==> src/rtl/recv_alphabet_pkg.sv <==
// rtl/recv_alphabet_pkg.sv - shared types, ASCII constants and letter-sequence helpers
package recv_alphabet_pkg;

  typedef enum logic [2:0] {
    IDLE  = 3'd0,
    START = 3'd1,
    DATA  = 3'd2,
    STOP  = 3'd3,
    BREAK = 3'd4
  } rx_state_t;

  localparam logic [7:0] ASCII_A = 8'h41;
  localparam logic [7:0] ASCII_Z = 8'h5A;

  // Successor in the cyclic 'A'..'Z' sequence
  function automatic logic [7:0] next_letter(input logic [7:0] c);
    return (c == ASCII_Z) ? ASCII_A : c + 8'd1;
  endfunction

  // After a mismatch, follow the received letter; anything else restarts at 'A'
  function automatic logic [7:0] resync_letter(input logic [7:0] c);
    return ((c >= ASCII_A) && (c <= ASCII_Z)) ? next_letter(c) : ASCII_A;
  endfunction

endpackage

==> src/rtl/recv_alphabet_uart_rx.sv <==
// rtl/recv_alphabet_uart_rx.sv - 8N1 UART receiver with input synchroniser and break handling
module uart_rx
  import recv_alphabet_pkg::*;
#(
  parameter int CLKS_PER_BIT = 217
) (
  input  logic       clk_25mhz,
  input  logic       reset_n,
  input  logic       rx,
  output logic [7:0] data,
  output logic       valid,
  output logic       frame_err
);

  localparam int CNT_W = (CLKS_PER_BIT > 1) ? $clog2(CLKS_PER_BIT) : 1;
  localparam logic [CNT_W-1:0] CNT_FULL = CNT_W'(CLKS_PER_BIT - 1);
  localparam logic [CNT_W-1:0] CNT_HALF = CNT_W'(CLKS_PER_BIT / 2 - 1);

  logic             r_rx_meta;
  logic             r_rxs;
  rx_state_t        r_state;
  logic [CNT_W-1:0] r_cnt;
  logic [2:0]       r_idx;
  logic [7:0]       r_shift;
  logic [7:0]       r_data;
  logic             r_valid;
  logic             r_frame_err;

  rx_state_t        w_state_nxt;
  logic [CNT_W-1:0] w_cnt_nxt;
  logic [2:0]       w_idx_nxt;
  logic [7:0]       w_shift_nxt;
  logic [7:0]       w_data_nxt;
  logic             w_valid_nxt;
  logic             w_frame_nxt;

  // Two-flop synchroniser; resets to the idle (high) line level
  always_ff @(posedge clk_25mhz or negedge reset_n) begin
    if (!reset_n) begin
      r_rx_meta <= 1'b1;
      r_rxs     <= 1'b1;
    end else begin
      r_rx_meta <= rx;
      r_rxs     <= r_rx_meta;
    end
  end

  // FSM, counters, shift register and registered output pulses
  always_ff @(posedge clk_25mhz or negedge reset_n) begin
    if (!reset_n) begin
      r_state     <= IDLE;
      r_cnt       <= '0;
      r_idx       <= '0;
      r_shift     <= '0;
      r_data      <= '0;
      r_valid     <= 1'b0;
      r_frame_err <= 1'b0;
    end else begin
      r_state     <= w_state_nxt;
      r_cnt       <= w_cnt_nxt;
      r_idx       <= w_idx_nxt;
      r_shift     <= w_shift_nxt;
      r_data      <= w_data_nxt;
      r_valid     <= w_valid_nxt;
      r_frame_err <= w_frame_nxt;
    end
  end

  // Next-state: start is confirmed mid-bit, later bits are sampled one bit period apart
  always_comb begin
    w_state_nxt = r_state;
    w_cnt_nxt   = r_cnt + CNT_W'(1);
    w_idx_nxt   = r_idx;
    w_shift_nxt = r_shift;
    w_data_nxt  = r_data;
    w_valid_nxt = 1'b0;
    w_frame_nxt = 1'b0;
    case (r_state)
      IDLE: begin
        w_cnt_nxt = '0;
        if (!r_rxs) w_state_nxt = START;
      end
      START: begin
        if (r_cnt == CNT_HALF) begin
          w_cnt_nxt = '0;
          if (r_rxs) begin
            w_state_nxt = IDLE;
          end else begin
            w_state_nxt = DATA;
            w_idx_nxt   = '0;
          end
        end
      end
      DATA: begin
        if (r_cnt == CNT_FULL) begin
          w_cnt_nxt   = '0;
          w_shift_nxt = {r_rxs, r_shift[7:1]};
          if (r_idx == 3'd7) w_state_nxt = STOP;
          else               w_idx_nxt   = r_idx + 3'd1;
        end
      end
      STOP: begin
        if (r_cnt == CNT_FULL) begin
          w_cnt_nxt = '0;
          if (r_rxs) begin
            w_data_nxt  = r_shift;
            w_valid_nxt = 1'b1;
            w_state_nxt = IDLE;
          end else begin
            w_frame_nxt = 1'b1;
            w_state_nxt = BREAK;
          end
        end
      end
      BREAK: begin
        w_cnt_nxt = '0;
        if (r_rxs) w_state_nxt = IDLE;
      end
      default: begin
        w_cnt_nxt   = '0;
        w_state_nxt = IDLE;
      end
    endcase
  end

  assign data      = r_data;
  assign valid     = r_valid;
  assign frame_err = r_frame_err;

endmodule

==> src/rtl/recv_alphabet.sv <==
// rtl/recv_alphabet.sv - UART 'A'..'Z' sequence checker top; LED_ERR_DISPLAY_EN selects error LEDs
module recv_alphabet
  import recv_alphabet_pkg::*;
#(
  parameter int CLK_HZ       = 25_000_000,
  parameter int BAUD         = 115_200,
  parameter int CLKS_PER_BIT = CLK_HZ / BAUD,
  parameter int ERR_W        = 16
) (
  input  logic             clk_25mhz,
  input  logic             reset_n,
  input  logic             ftdi_txd,
  output logic [7:0]       rx_data,
  output logic             rx_valid,
  output logic             frame_err,
  output logic             seq_err,
  output logic [ERR_W-1:0] err_count,
  output logic [7:0]       led
);

  logic [7:0]       w_rx_data;
  logic             w_rx_valid;
  logic             w_frame_err;
  logic             w_err_sat;

  logic [7:0]       r_expected;
  logic             r_seq_err;
  logic [ERR_W-1:0] r_err_count;

  uart_rx #(
    .CLKS_PER_BIT(CLKS_PER_BIT)
  ) u_rx (
    .clk_25mhz(clk_25mhz),
    .reset_n  (reset_n),
    .rx       (ftdi_txd),
    .data     (w_rx_data),
    .valid    (w_rx_valid),
    .frame_err(w_frame_err)
  );

  assign w_err_sat = (r_err_count == {ERR_W{1'b1}});

  // Sequence checker and saturating error counter; a framed-bad byte never reaches the checker
  always_ff @(posedge clk_25mhz or negedge reset_n) begin
    if (!reset_n) begin
      r_expected  <= ASCII_A;
      r_seq_err   <= 1'b0;
      r_err_count <= '0;
    end else begin
      r_seq_err <= 1'b0;
      if (w_rx_valid) begin
        if (w_rx_data == r_expected) begin
          r_expected <= next_letter(r_expected);
        end else begin
          r_seq_err  <= 1'b1;
          r_expected <= resync_letter(w_rx_data);
          if (!w_err_sat) r_err_count <= r_err_count + ERR_W'(1);
        end
      end else if (w_frame_err && !w_err_sat) begin
        r_err_count <= r_err_count + ERR_W'(1);
      end
    end
  end

`ifdef LED_ERR_DISPLAY_EN
  logic r_frame_seen;

  // Sticky record of any framing error since reset
  always_ff @(posedge clk_25mhz or negedge reset_n) begin
    if (!reset_n)         r_frame_seen <= 1'b0;
    else if (w_frame_err) r_frame_seen <= 1'b1;
  end

  assign led = {r_frame_seen, r_err_count[6:0]};
`else
  assign led = w_rx_data;
`endif

  assign rx_data   = w_rx_data;
  assign rx_valid  = w_rx_valid;
  assign frame_err = w_frame_err;
  assign seq_err   = r_seq_err;
  assign err_count = r_err_count;

endmodule

==> config.mk <==
export PLATFORM = sky130hd
export DESIGN_NAME = recv_alphabet
export DESIGN_NICKNAME = d
export VERILOG_FILES = /design/src/rtl/recv_alphabet_pkg.sv /design/src/rtl/recv_alphabet_uart_rx.sv /design/src/rtl/recv_alphabet.sv
export SDC_FILE = /design/constraint.sdc
export NUM_CORES = 1
export LEC_CHECK = 0
export ABC_AREA = 1
export BUFFER_PORTS_ARGS = -buffer_cell sky130_fd_sc_hd__buf_4
export CORE_UTILIZATION = 45
export CTS_BUF_LIST = sky130_fd_sc_hd__clkbuf_8 sky130_fd_sc_hd__clkbuf_16
export CTS_CLUSTER_DIAMETER = 40
export CTS_CLUSTER_SIZE = 25
export DETAILED_ROUTE_END_ITERATION = 7
export PLACE_DENSITY = 0.69
export SETUP_SLACK_MARGIN = 0.1
export SKIP_LAST_GASP = 1
export SLEW_MARGIN = 5
export SYNTH_ARGS = -nofsm -noshare
export SYNTH_HDL_FRONTEND = slang
export SYNTH_SLANG_ARGS = --single-unit
==> constraint.sdc <==
create_clock -name clk_25mhz -period 2.2 [get_ports clk_25mhz]
set_input_delay 0.22 -clock clk_25mhz [delete_from_list [all_inputs] [get_ports clk_25mhz]]
set_output_delay 0.22 -clock clk_25mhz [all_outputs]
set_load 0.005 [all_outputs]
==> out/qor.txt, run 1 <==
Post-CTS Setup Bufs -> 0
Comb power frac -> 1.4%
Crit path buf inv count -> 1
Routability congestion estimate from global placement -> 0.760
Period utilization -> 81.4%
Maximum VDD drop -> 0.000480 V
Pin count of the biggest net entering global routing -> 60
Register bit total from synthesis -> 59
Post-synth top area cell -> dfrtp_1
N_diodes -> 0
RSZ-0062 raised after global routing -> no
Synth top area share -> 39.1%
Sequential Power Share -> 51.9%
Number of global-route vias before repair -> 2728
Initial DRC Count -> 123
Hold Path Class -> reg -> reg
Switch Pwr -> 0.434 mW
Max-slew violation count -> 0
Lkg Pwr -> 2.06 nW
Critical path arrival -> 2.01 ns
Synth top area cells -> dfrtp_1, nand2_1, inv_1, nand3_1, nor2_1
PD cells -> 522 mW/mm2
First-pass GRT wire length -> 12500 um
Post-route setup TNS -> 0 ns
Wire per inst -> 11.8 um
Placement Cell Area -> 0.00380 mm2
Total power -> 2.10 mW
Fmax -> 0.558 GHz
Setup WS pre-CTS -> 0.161 ns
Pint -> 1.67 mW
Cell family with most CP delay -> simple AND/OR/NAND/NOR gates
Clk buf depth -> 2
Worst-case clock skew -> 0.00903 ns
CTS tree -> yes
Placement Rows -> 31
CP Class -> reg -> reg
Worst skew pair latency -> 0.33 ns
Worst setup margin -> 0.409 ns
Hold Fails Final Rpt -> 0
Part of the power in the clock network -> 46.7%
Post-Syn Instances -> 463
Switching Fraction -> 20.7%
Status -> complete, no violations
Chip height -> 90.4 um
Worst-path maximum fanout -> 17
Crit path top cell by count -> nand2_1
Share of cells above drive strength 1 -> 14.9%
Initial Utilization -> 47.5%
Req. time, crit path -> 2.42 ns
Nature of the critical path endpoint -> register
Via density -> 4.93
Net Count, Synth -> 477
Clock sinks -> 59
Die area -> 0.00817 mm2
Drc violations -> 0
Routed vias -> 2961
Root Buffer -> clkbuf_8
Post-route ant nets -> 0
CP peak stage delay -> 0.44 ns
Register area share after synthesis -> 42.1%
CTS Buf Count -> 9
Total of max-cap violations -> 0
Drt first pass iters -> 4
Die Wd -> 90.4 um
Distinct cells, synth -> 30
Clock period minus worst slack -> 1.79 ns
Placeable Area -> 0.00741 mm2
Worst path slowest cell -> dfrtp_1
I/O Buffers -> 37
Initial antenna violation count -> 0
Global route overflow -> 0
H-tree level count -> 3
Total Routing Usage GR -> 18.8%
# nets final -> 511
Worst hold slack -> 0.361 ns
Clock transition at path regs -> 0.06 ns
P&R area growth vs syn -> 14.4%
# IOs -> 38
Final wirelength -> 7120 um
Half-perimeter wire length after placement -> 5060 um
Relative max-transition margin -> 50.9%
Ys Warns -> 0
Post-Syn Area -> 0.00352 mm2
Worst-margin pin slew -> 0.737 ns
Cell area after layout -> 0.00403 mm2
Syn Area/Cell -> 7.60 um2
Setup-failing EPs final -> 0
Critical path launch point type -> register
CP Cell Sequence -> ha_1 > nand3_2 > nor3_4 > inv_2 > nor2_1 > nor2_4 > nand2_8 > nand2_1 > nand2_1
-- metal layers --
| layer | track usage (%) | share of wire [%] | up-vias |
|---|---|---|---|
| met1 | 24.7 | 49 | 1381 |
| met2 | 30.7 | 47 | 50 |
| met4 | 6.05 | 1.1 | 0 |
| met5 | 0 | 0 | - |
| li1 | - | - | 1523 |
| met3 | 4.12 | 3.2 | 7 |
-- layout by cell type (no fill, tap or decap) --
master         instances
inv_2                  4
o21ai_2                2
inv_1                 58
bufinv_16              1
nand3_1               39
nand2_2                2
nor2_1                39
nor3_1                 7
nand2_8                2
dfstp_2                4
a21oi_1                2
nand3b_1               3
nand3_2                1
nand4_1               15
nand2_1              145
clkinv_2               1
dfrtp_1               55
or2_2                  1
nor3_4                 1
xor2_1                15
nor2_2                 2
ha_1                  11
nor3b_1                2
nor3_2                 1
o21ai_1                3
nor2_8                 1
nor2_4                 1
xnor2_1                6
o21ai_0               25
clkbuf_8              11
dlygate4sd3_1          2
buf_4                 40
-- Yosys cell counts --
cell / number
a21oi_1: 2
buf_12: 1
buf_2: 2
buf_4: 13
clkbuf_1: 3
dfrtp_1: 55
dfstp_2: 4
ha_1: 11
inv_1: 55
inv_2: 4
nand2_1: 145
nand2_2: 2
nand2_8: 2
nand3_1: 39
nand3_2: 1
nand3b_1: 3
nand4_1: 15
nor2_1: 39
nor2_2: 3
nor2_8: 1
nor3_1: 7
nor3_2: 1
nor3_4: 1
nor3b_1: 2
o21ai_0: 25
o21ai_1: 3
o21ai_2: 2
or2_2: 1
xnor2_1: 6
xor2_1: 15
-- worst register-to-register path, cell delays in order, from the launching register on --
cell,delay [ns]
dfrtp_1,0.44
ha_1,0.27
nand3_2,0.12
nor3_4,0.07
inv_2,0.05
nor2_1,0.05
nor2_4,0.38
nand2_8,0.16
nand2_1,0.09
nand2_1,0.05
-- final timing paths --
path	startpoint	end	slack, ns	cells past startpoint
hold reg to reg	u_rx.r_rx_meta$_DFF_PN1_	u_rx.r_rxs$_DFF_PN1_	0.36	0
setup / recovery	err_count[0]$_DFFE_PN0P_	err_count[15]$_DFFE_PN0P_	0.41	9
max in group asynchronous	reset_n	u_rx.data[7]$_DFFE_PN0P_	1.22	2
setup reg to reg	err_count[0]$_DFFE_PN0P_	err_count[15]$_DFFE_PN0P_	0.41	9
min in group asynchronous	reset_n	err_count[9]$_DFFE_PN0P_	0.49	2
hold / removal	u_rx.r_rx_meta$_DFF_PN1_	u_rx.r_rxs$_DFF_PN1_	0.36	0
-- layout make-up --
class,instances,area [um2]
inverter,59,221
clock buffer,11,151
fill,688,3380
timing repair buffer,42,320
clock inverter,5,46.3
multi-input combinational,326,1680
sequential,59,1480
tap,99,124
-- flip-flops by register name, indices dropped and copies added (netlist names) --
register / count
err_count: 16
r_expected: 8
seq_err: 1
u_rx.data: 8
u_rx.frame_err: 1
u_rx.r_cnt: 8
u_rx.r_idx: 3
u_rx.r_rx_meta: 1
u_rx.r_rxs: 1
u_rx.r_shift: 8
u_rx.r_state: 3
u_rx.valid: 1
-- kinds of logic after synthesis --
| logic type | Yosys count | share of synthesized area, % |
|---|---|---|
| simple gates | 262 | 33.7 |
| buf+inv | 78 | 10.2 |
| flops | 59 | 42.1 |
| compound gates | 32 | 4.77 |
| xor+xnor | 21 | 5.23 |
| fa+ha+maj | 11 | 3.91 |
-- per-stage QoR --
stage | utilization [%] | cells
floorplan | - | 463
global placement | 51.3 | 583
detailed placement | 51.3 | 583
CTS | 54.3 | 601
global route | 54.3 | 601
finish | 54.3 | 601
-- power groups by stage --
stage          clock (mW)  sequential (mW)  combinational, mW
3_5_place_dp            0             1.11             0.0281
2_1_floorplan           0             1.11            0.00276
3_3_place_gp            0             1.11             0.0281
5_1_grt              1.05             1.09             0.0344
4_1_cts              1.01             1.09             0.0309
6_report            0.980             1.09             0.0287
-- repair_timing --
action,in CTS,in global routing
hold buffers,2,0
endpoints found under the setup margin,0,16
resized for setup,0,1
endpoints found under the hold margin,56,0
(Power assumes the default switching activity.)
==> run 2: changes to the inputs <==
--- a/config.mk
+++ b/config.mk
@@ -5,14 +5,14 @@
 export SDC_FILE = /design/constraint.sdc
 export NUM_CORES = 1
 export LEC_CHECK = 0
-export ABC_AREA = 1
+export ABC_AREA = 0
 export BUFFER_PORTS_ARGS = -buffer_cell sky130_fd_sc_hd__buf_4
 export CORE_UTILIZATION = 45
 export CTS_BUF_LIST = sky130_fd_sc_hd__clkbuf_8 sky130_fd_sc_hd__clkbuf_16
 export CTS_CLUSTER_DIAMETER = 40
 export CTS_CLUSTER_SIZE = 25
 export DETAILED_ROUTE_END_ITERATION = 7
-export PLACE_DENSITY = 0.69
+export PLACE_DENSITY = 0.72
 export SETUP_SLACK_MARGIN = 0.1
 export SKIP_LAST_GASP = 1
 export SLEW_MARGIN = 5
==> constraint.sdc (replaced) <==
create_clock -name clk_25mhz -period 1.5 [get_ports clk_25mhz]
set_input_delay 0.15 -clock clk_25mhz [delete_from_list [all_inputs] [get_ports clk_25mhz]]
set_output_delay 0.15 -clock clk_25mhz [all_outputs]
set_load 0.005 [all_outputs]
==> run 2 against run 1 <==
  * The flow now finishes with violations (design-rule violations, negative setup slack)
  * Cell count shrank 18%
  * Sequential share of layout area shrank 5.7 points
  * Non-clock buffer count grew 92
  * Critical endpoint is now u_rx.r_idx[0]$_DFFE_PN0P_
==> out/qor.txt, run 2 <==
CP Cell Sequence -> or3b_4 > nor3_4 > nor2_2 > a311o_1 > mux2_2 (was ha_1 > nand3_2 > nor3_4 > inv_2 > nor2_1 > nor2_4 > nand2_8 > nand2_1 > nand2_1)
Number of global-route vias before repair -> 2792 (was 2728)
H-tree level count -> 3 (unchanged)
Initial Utilization -> 47.2% (was 47.5%)
Maximum VDD drop -> 0.000554 V (was 0.000480 V)
Worst setup margin -> -0.306 ns (was 0.409 ns)
Synth top area share -> 45.4% (was 39.1%)
PD cells -> 653 mW/mm2 (was 522 mW/mm2)
Crit path from -> u_rx.r_state[0]$_DFFE_PN0P_ (was err_count[0]$_DFFE_PN0P_)
Half-perimeter wire length after placement -> 5050 um (was 5060 um)
Commonest non-fill, non-tap cell in the layout -> buf_4 (was nand2_1)
Worst-case clock skew -> 0.00768 ns (was 0.00903 ns)
Violated checks -> design-rule violations, negative setup slack
Routability congestion estimate from global placement -> 0.867 (was 0.760)
First-pass GRT wire length -> 13700 um (was 12500 um)
Via density -> 5.52 (was 4.93)
Post-synth ARST share -> 100% (unchanged)
Post-Syn Instances -> 281 (was 463)
Post-route setup TNS -> -11.82 ns (was 0 ns)
Worst-path maximum fanout -> 3 (was 17)
Worst path slowest cell -> or3b_4 (was dfrtp_1)
Top-count cell post-synth -> dfrtp_1 (was nand2_1)
Chip height -> 84.1 um (was 90.4 um)
Worst-margin pin slew -> 0.456 ns (was 0.737 ns)
# nets final -> 426 (was 511)
Wire per inst -> 17.0 um (was 11.8 um)
Setup-failing EPs final -> 55 (was 0)
Relative max-transition margin -> 69.6% (was 50.9%)
Register bit total from synthesis -> 59 (unchanged)
Initial antenna violation count -> 0 (unchanged)
Clk buf depth -> 2 (unchanged)
Critical path launch point type -> register (unchanged)
Placement Rows -> 29 (was 31)
Crit Reg-Reg Startpoint -> u_rx.r_state[0]$_DFFE_PN0P_ (was err_count[0]$_DFFE_PN0P_)
Period utilization -> 120% (was 81.4%)
Clock period minus worst slack -> 1.81 ns (was 1.79 ns)
N_diodes -> 0 (unchanged)
Routed vias -> 2728 (was 2961)
Grt peak-use layer -> met2 (unchanged)
Post-Syn Area -> 0.00303 mm2 (was 0.00352 mm2)
Top FF cell, synth -> dfrtp_1 (unchanged)
Clock sinks -> 59 (unchanged)
Distinct cells, synth -> 41 (was 30)
Ys Warns -> 0 (unchanged)
Post-synth EDFFs -> 0 (unchanged)
Register area share after synthesis -> 48.9% (was 42.1%)
Lkg Pwr -> 2.29 nW (was 2.06 nW)
CTS Buf Count -> 9 (unchanged)
Met2 usage -> 42.3% (was 30.7%)
Hold Path Class -> in -> async (was reg -> reg)
P&R area growth vs syn -> 57.6% (was 14.4%)
Post-route ant nets -> 0 (unchanged)
Share of cells above drive strength 1 -> 55.6% (was 14.9%)
Hold Fails Final Rpt -> 0 (unchanged)
Global route overflow -> 0 (unchanged)
CP Class -> reg -> reg (unchanged)
CTS tree -> yes (unchanged)
Post-synth top cells -> dfrtp_1, nor2_1, mux2_2, xnor2_1, nand3_1 (was nand2_1, dfrtp_1, inv_1)
Drc violations -> 4 (was 0)
Req. time, crit path -> 1.73 ns (was 2.42 ns)
Drt first pass iters -> 7 (was 4)
Total of max-cap violations -> 0 (unchanged)
Cell area after layout -> 0.00478 mm2 (was 0.00403 mm2)
Placement Cell Area -> 0.00402 mm2 (was 0.00380 mm2)
RSZ-0062 raised after global routing -> yes (was no)
Nature of the critical path endpoint -> register (unchanged)
Worst hold slack -> 0.290 ns (was 0.361 ns)
Total power -> 3.12 mW (was 2.10 mW)
Critical path arrival -> 2.04 ns (was 2.01 ns)
CP peak stage delay -> 0.43 ns (was 0.44 ns)
# IOs -> 38 (unchanged)
Max-slew violation count -> 0 (unchanged)
Die Wd -> 84.1 um (was 90.4 um)
Most frequent cells in the layout -> buf_4, dfrtp_1, nand3_1, buf_6 (was nand2_1, inv_1, dfrtp_1)
Synth top area cells -> dfrtp_1, mux2_2, xnor2_1, ha_1, xor2_1 (was dfrtp_1, nand2_1, inv_1, nand3_1, nor2_1)
Die area -> 0.00707 mm2 (was 0.00817 mm2)
I/O Buffers -> 37 (unchanged)
Net Count, Synth -> 295 (was 477)
Met1 Resource Use GR -> 31.7% (was 24.7%)
Fmax -> 0.554 GHz (was 0.558 GHz)
R2R Setup Slk -> -0.31 ns (was 0.41 ns)
Post-synth top area cell -> dfrtp_1 (unchanged)
Initial DRC Count -> 145 (was 123)
Status -> finished, violations left (was complete, no violations)
Pin count of the biggest net entering global routing -> 34 (was 60)
Root Buffer -> clkbuf_8 (unchanged)
Met3 usage -> 3.76% (was 4.12%)
Placeable Area -> 0.00642 mm2 (was 0.00741 mm2)
Final wirelength -> 8380 um (was 7120 um)
Syn Area/Cell -> 10.8 um2 (was 7.60 um2)
Setup WS pre-CTS -> -0.303 ns (was 0.161 ns)
Total Routing Usage GR -> 25.3% (was 18.8%)
Clock transition at path regs -> 0.07 ns (was 0.06 ns)
Worst skew pair latency -> 0.35 ns (was 0.33 ns)
Max reg flops -> 16 (unchanged)
[run 2: cell count changes after synthesis, sizes merged, moves of 9 or more]
| cell | change |
|---|---|
| nor4 | +9 |
| nand2 | -145 |
| nor2 | -16 |
| o21ai | -26 |
| mux2 | +18 |
| inv | -47 |
| nand3 | -23 |
| xnor2 | +12 |
[run 2: through the flow]
step	instances	util (%)
final	494	74.4
after global routing	494	74.4
after CTS	491	72.0
after detailed placement	461	62.7
after global placement	461	62.7
after floorplan	281	-
[run 2: where the power goes]
| group | switching, mW | internal [mW] | total [mW] | leakage, nW |
|---|---|---|---|---|
| registers | 0.00103 | 1.60 | 1.60 | 0.792 |
| logic | 0.0392 | 0.0193 | 0.0584 | 1.39 |
| clock network | 0.665 | 0.797 | 1.46 | 0.103 |
| total | 0.705 | 2.41 | 3.12 | 2.29 |
[run 2: critical path: cells and delay by family, from the launching register on]
family          cells  cell delay (ns)
mux                 1             0.27
simple gates        3             0.69
flops               1             0.38
compound gates      1             0.35
[run 2: path summary, 6_finish.rpt]
kind	endpoint	depth (start not counted)
min in group clk_25mhz	u_rx.r_rxs$_DFF_PN1_	0
max in group asynchronous	r_expected[6]$_DFFE_PN1P_	3
max reg2reg	u_rx.r_idx[0]$_DFFE_PN0P_	5
max	u_rx.r_idx[0]$_DFFE_PN0P_	5
min	r_expected[4]$_DFFE_PN0P_	2
min reg2reg	u_rx.r_rxs$_DFF_PN1_	0
[run 2: cell families (layout without fill, tap and decap cells)]
| logic type | after synthesis | in the layout | share of synthesized area, % |
|---|---|---|---|
| AND/OR/NAND/NOR | 110 | 110 | 20.0 |
| flip-flops | 59 | 59 | 48.9 |
| XOR/XNOR | 32 | 32 | 9.24 |
| buffers and inverters | 26 | 162 | 4.29 |
| AO/OA/AOI/OAI | 25 | 25 | 6.40 |
| multiplexers | 18 | 18 | 6.69 |
| adder cells (fa/ha/maj) | 11 | 11 | 4.54 |
[run 2: final cells by class]
class,instances,area (um2)
Tap cell,77,96.3
Fill cell,410,1650
Multi-Input combinational cell,196,1870
Sequential cell,59,1480
Timing Repair Buffer,134,1090
Clock inverter,6,56.3
Clock buffer,10,138
Inverter,12,45.0
[run 2: what timing repair did]
| action | in CTS | in global routing |
|---|---|---|
| endpoints found under the setup margin | 57 | 59 |
| setup buffers | 11 | 6 |
| gates cloned | 1 | 0 |
| hold buffers | 2 | 0 |
| resized for setup | 68 | 29 |
| pin swaps | 33 | 21 |
| endpoints found under the hold margin | 28 | 0 |
[run 2: routing by layer]
| metal | wire length, um | vias up |
|---|---|---|
| li1 | - | 1265 |
| met2 | 4260 | 76 |
| met5 | 0 | - |
| met4 | 225 | 0 |
| met3 | 328 | 23 |
| met1 | 3570 | 1364 |
==> run 3: changes to the inputs <==
--- a/config.mk
+++ b/config.mk
@@ -13,6 +13,7 @@
 export CTS_CLUSTER_SIZE = 25
 export DETAILED_ROUTE_END_ITERATION = 7
 export PLACE_DENSITY = 0.72
+export REMOVE_ABC_BUFFERS = 1
 export SETUP_SLACK_MARGIN = 0.1
 export SKIP_LAST_GASP = 1
 export SLEW_MARGIN = 5
==> run 3 against run 2 <==
  * The run still ends with design-rule violations, negative setup slack left
  * Critical path depth up 2
  * Via count shrank 1.1%
  * Non-clock buffer count is 2 lower
  * Sequential power barely moved
  * Die area is the same
  * Worst hold slack got worse by 0.046 ns
  * Count of clock-buffer cells in the layout grew 1
  * Largest power group unchanged
==> out/qor.txt, run 3 (same netlist as run 2, synthesis figures left out) <==
# IOs -> 38 (unchanged)
Finished Layout Cells -> 492 (was 494)
Maximum VDD drop -> 0.000656 V (was 0.000554 V)
Lkg Pwr -> 2.31 nW (was 2.29 nW)
Half-perimeter wire length after placement -> 4890 um (was 5050 um)
Hold Fails Final Rpt -> 0 (unchanged)
Share of cells above drive strength 1 -> 58.3% (was 55.6%)
Clk buf depth -> 2 (unchanged)
# nets final -> 424 (was 426)
Total of max-cap violations -> 0 (unchanged)
RSZ-0062 raised after global routing -> yes (unchanged)
R2R Setup Slk -> -0.39 ns (was -0.31 ns)
Final wirelength -> 8450 um (was 8380 um)
Clock transition at path regs -> 0.07 ns (about the same)
Clock sinks -> 59 (unchanged)
Nature of the critical path endpoint -> register (unchanged)
Total Routing Usage GR -> 23.7% (was 25.3%)
H-tree level count -> 3 (unchanged)
Worst-path maximum fanout -> 3 (unchanged)
Placeable Area -> 0.00642 mm2 (unchanged)
Setup-failing EPs final -> 56 (was 55)
Critical path arrival -> 2.13 ns (was 2.04 ns)
Drt first pass iters -> 6 (was 7)
Drc violations -> 6 (was 4)
Chip height -> 84.1 um (unchanged)
Period utilization -> 126% (was 120%)
Crit Reg-Reg Startpoint -> u_rx.r_cnt[0]$_DFF_PN0_ (was u_rx.r_state[0]$_DFFE_PN0P_)
Via density -> 5.48 (was 5.52)
Post-route setup TNS -> -14.05 ns (was -11.82 ns)
Routability congestion estimate from global placement -> 0.842 (was 0.867)
Die Wd -> 84.1 um (unchanged)
R2R depth -> 7 (was 5)
PD cells -> 618 mW/mm2 (was 653 mW/mm2)
Placement Rows -> 29 (unchanged)
Worst-case clock skew -> 0.00959 ns (was 0.00768 ns)
Filler Cell Count -> 356 (was 410)
Global route overflow -> 0 (unchanged)
Wire per inst -> 17.2 um (was 17.0 um)
CTS Buf Count -> 9 (unchanged)
Clock period minus worst slack -> 1.89 ns (was 1.81 ns)
Initial DRC Count -> 123 (was 145)
Hold Path Class -> in -> async (unchanged)
N_diodes -> 0 (unchanged)
I/O Buffers -> 37 (unchanged)
Max reg flops -> 16 (unchanged)
Worst setup margin -> -0.389 ns (was -0.306 ns)
Violated checks -> design-rule violations, negative setup slack (unchanged)
Placed insts -> 456 (was 461)
Commonest non-fill, non-tap cell in the layout -> buf_4 (unchanged)
Worst-margin pin slew -> 0.335 ns (was 0.456 ns)
Post-route ant nets -> 0 (unchanged)
First-pass GRT wire length -> 13200 um (was 13700 um)
Die area -> 0.00707 mm2 (unchanged)
Pin count of the biggest net entering global routing -> 25 (was 34)
Fmax -> 0.529 GHz (was 0.554 GHz)
Register area -> 0.00148 mm2 (unchanged)
Status -> finished, violations left (unchanged)
Max-slew violation count -> 0 (unchanged)
Area of the multi-input gates -> 0.00198 mm2 (was 0.00187 mm2)
Relative max-transition margin -> 77.7% (was 69.6%)
RR Endpoint -> u_rx.r_idx[0]$_DFFE_PN0P_ (unchanged)
Worst skew pair latency -> 0.35 ns (about the same)
Critical path launch point type -> register (unchanged)
Root Buffer -> clkbuf_8 (unchanged)
Initial antenna violation count -> 0 (unchanged)
Most frequent cells in the layout -> buf_4, dfrtp_1, nor2_1 (was buf_4, dfrtp_1, nand3_1, buf_6)
CP Class -> reg -> reg (unchanged)
Routed vias -> 2697 (was 2728)
Number of global-route vias before repair -> 2734 (was 2792)
Total power -> 3.01 mW (was 3.12 mW)
CTS tree -> yes (unchanged)
Initial Utilization -> 47.2% (unchanged)
Req. time, crit path -> 1.74 ns (was 1.73 ns)
P&R area growth vs syn -> 61.0% (was 57.6%)
run 3: cell count changes in the layout (fill, tap and decap cells not counted), moves of 3 or more:
| cell | change |
|---|---|
| buf_4 | -4 |
| ha_4 | +3 |
| inv_1 | -4 |
| nor2_2 | -4 |
run 3: report_power, final:
part	total [mW]	switching, mW	internal (mW)
sequential	1.60	0.00348	1.60
combinational	0.0514	0.0357	0.0157
clock	1.36	0.687	0.677
run 3: final cells by class:
type / count / area share, %
inverter: 12 / 0.974
tap: 77 / 1.97
timing repair buffer: 132 / 22.4
multi-input combinational: 196 / 40.6
sequential: 59 / 30.4
clock inverter: 5 / 0.564
clock buffer: 11 / 3.10
run 3: layer usage:
layer  vias to the layer above  part of all wire (%)  GRT usage [%]
met5                         -                     0              0
met4                         0                   1.3           9.40
met3                        11                   4.6           4.45
met2                        70                    50           38.5
met1                      1355                    44           31.4
li1                       1261                     -              -
run 3: worst max-delay path by stage:
stage | startpoint | end | slack [ns] | depth (start not counted)
floorplan | r_expected[0]$_DFFE_PN1P_ | err_count[5]$_DFFE_PN0P_ | -0.53 | 5
global placement | r_expected[0]$_DFFE_PN1P_ | err_count[1]$_DFFE_PN0P_ | -0.32 | 5
CTS | u_rx.r_cnt[0]$_DFF_PN0_ | u_rx.r_idx[0]$_DFFE_PN0P_ | -0.32 | 7
finish | u_rx.r_cnt[0]$_DFF_PN0_ | u_rx.r_idx[0]$_DFFE_PN0P_ | -0.39 | 7
global route | u_rx.r_cnt[1]$_DFF_PN0_ | u_rx.r_idx[0]$_DFFE_PN0P_ | -0.49 | 7
detailed placement | r_expected[0]$_DFFE_PN1P_ | err_count[1]$_DFFE_PN0P_ | -0.35 | 5
run 3: repair_timing:
| action | CTS | global route |
|---|---|---|
| gates cloned | 1 | 0 |
| endpoints found under the hold margin | 22 | 0 |
| gates resized for setup | 75 | 63 |
| endpoints found under the setup margin | 56 | 57 |
| setup buffers | 15 | 8 |
| pin swaps | 28 | 36 |
| hold buffers | 2 | 0 |
run 3: worst max-delay path, cell delays in order (launching register included):
cell,delay (ns)
dfrtp_1,0.40
inv_2,0.09
ha_4,0.12
nand4b_1,0.19
nor3_4,0.28
nor2_1,0.07
a311o_1,0.36
mux2_4,0.27
run 3: per-stage QoR:
| stage | setup WS [ns] | instance area [um2] | utilization, % | hold WS, ns |
|---|---|---|---|---|
| floorplan | -0.531 | 2950 | - | -0.146 |
| global placement | -0.322 | 3910 | 60.9 | 0.0687 |
| detailed placement | -0.346 | 3910 | 60.9 | 0.0728 |
| CTS | -0.316 | 4530 | 70.6 | 0.259 |
| global route | -0.488 | 4880 | 76.0 | 0.267 |
| finish | -0.389 | 4880 | 76.0 | 0.244 |
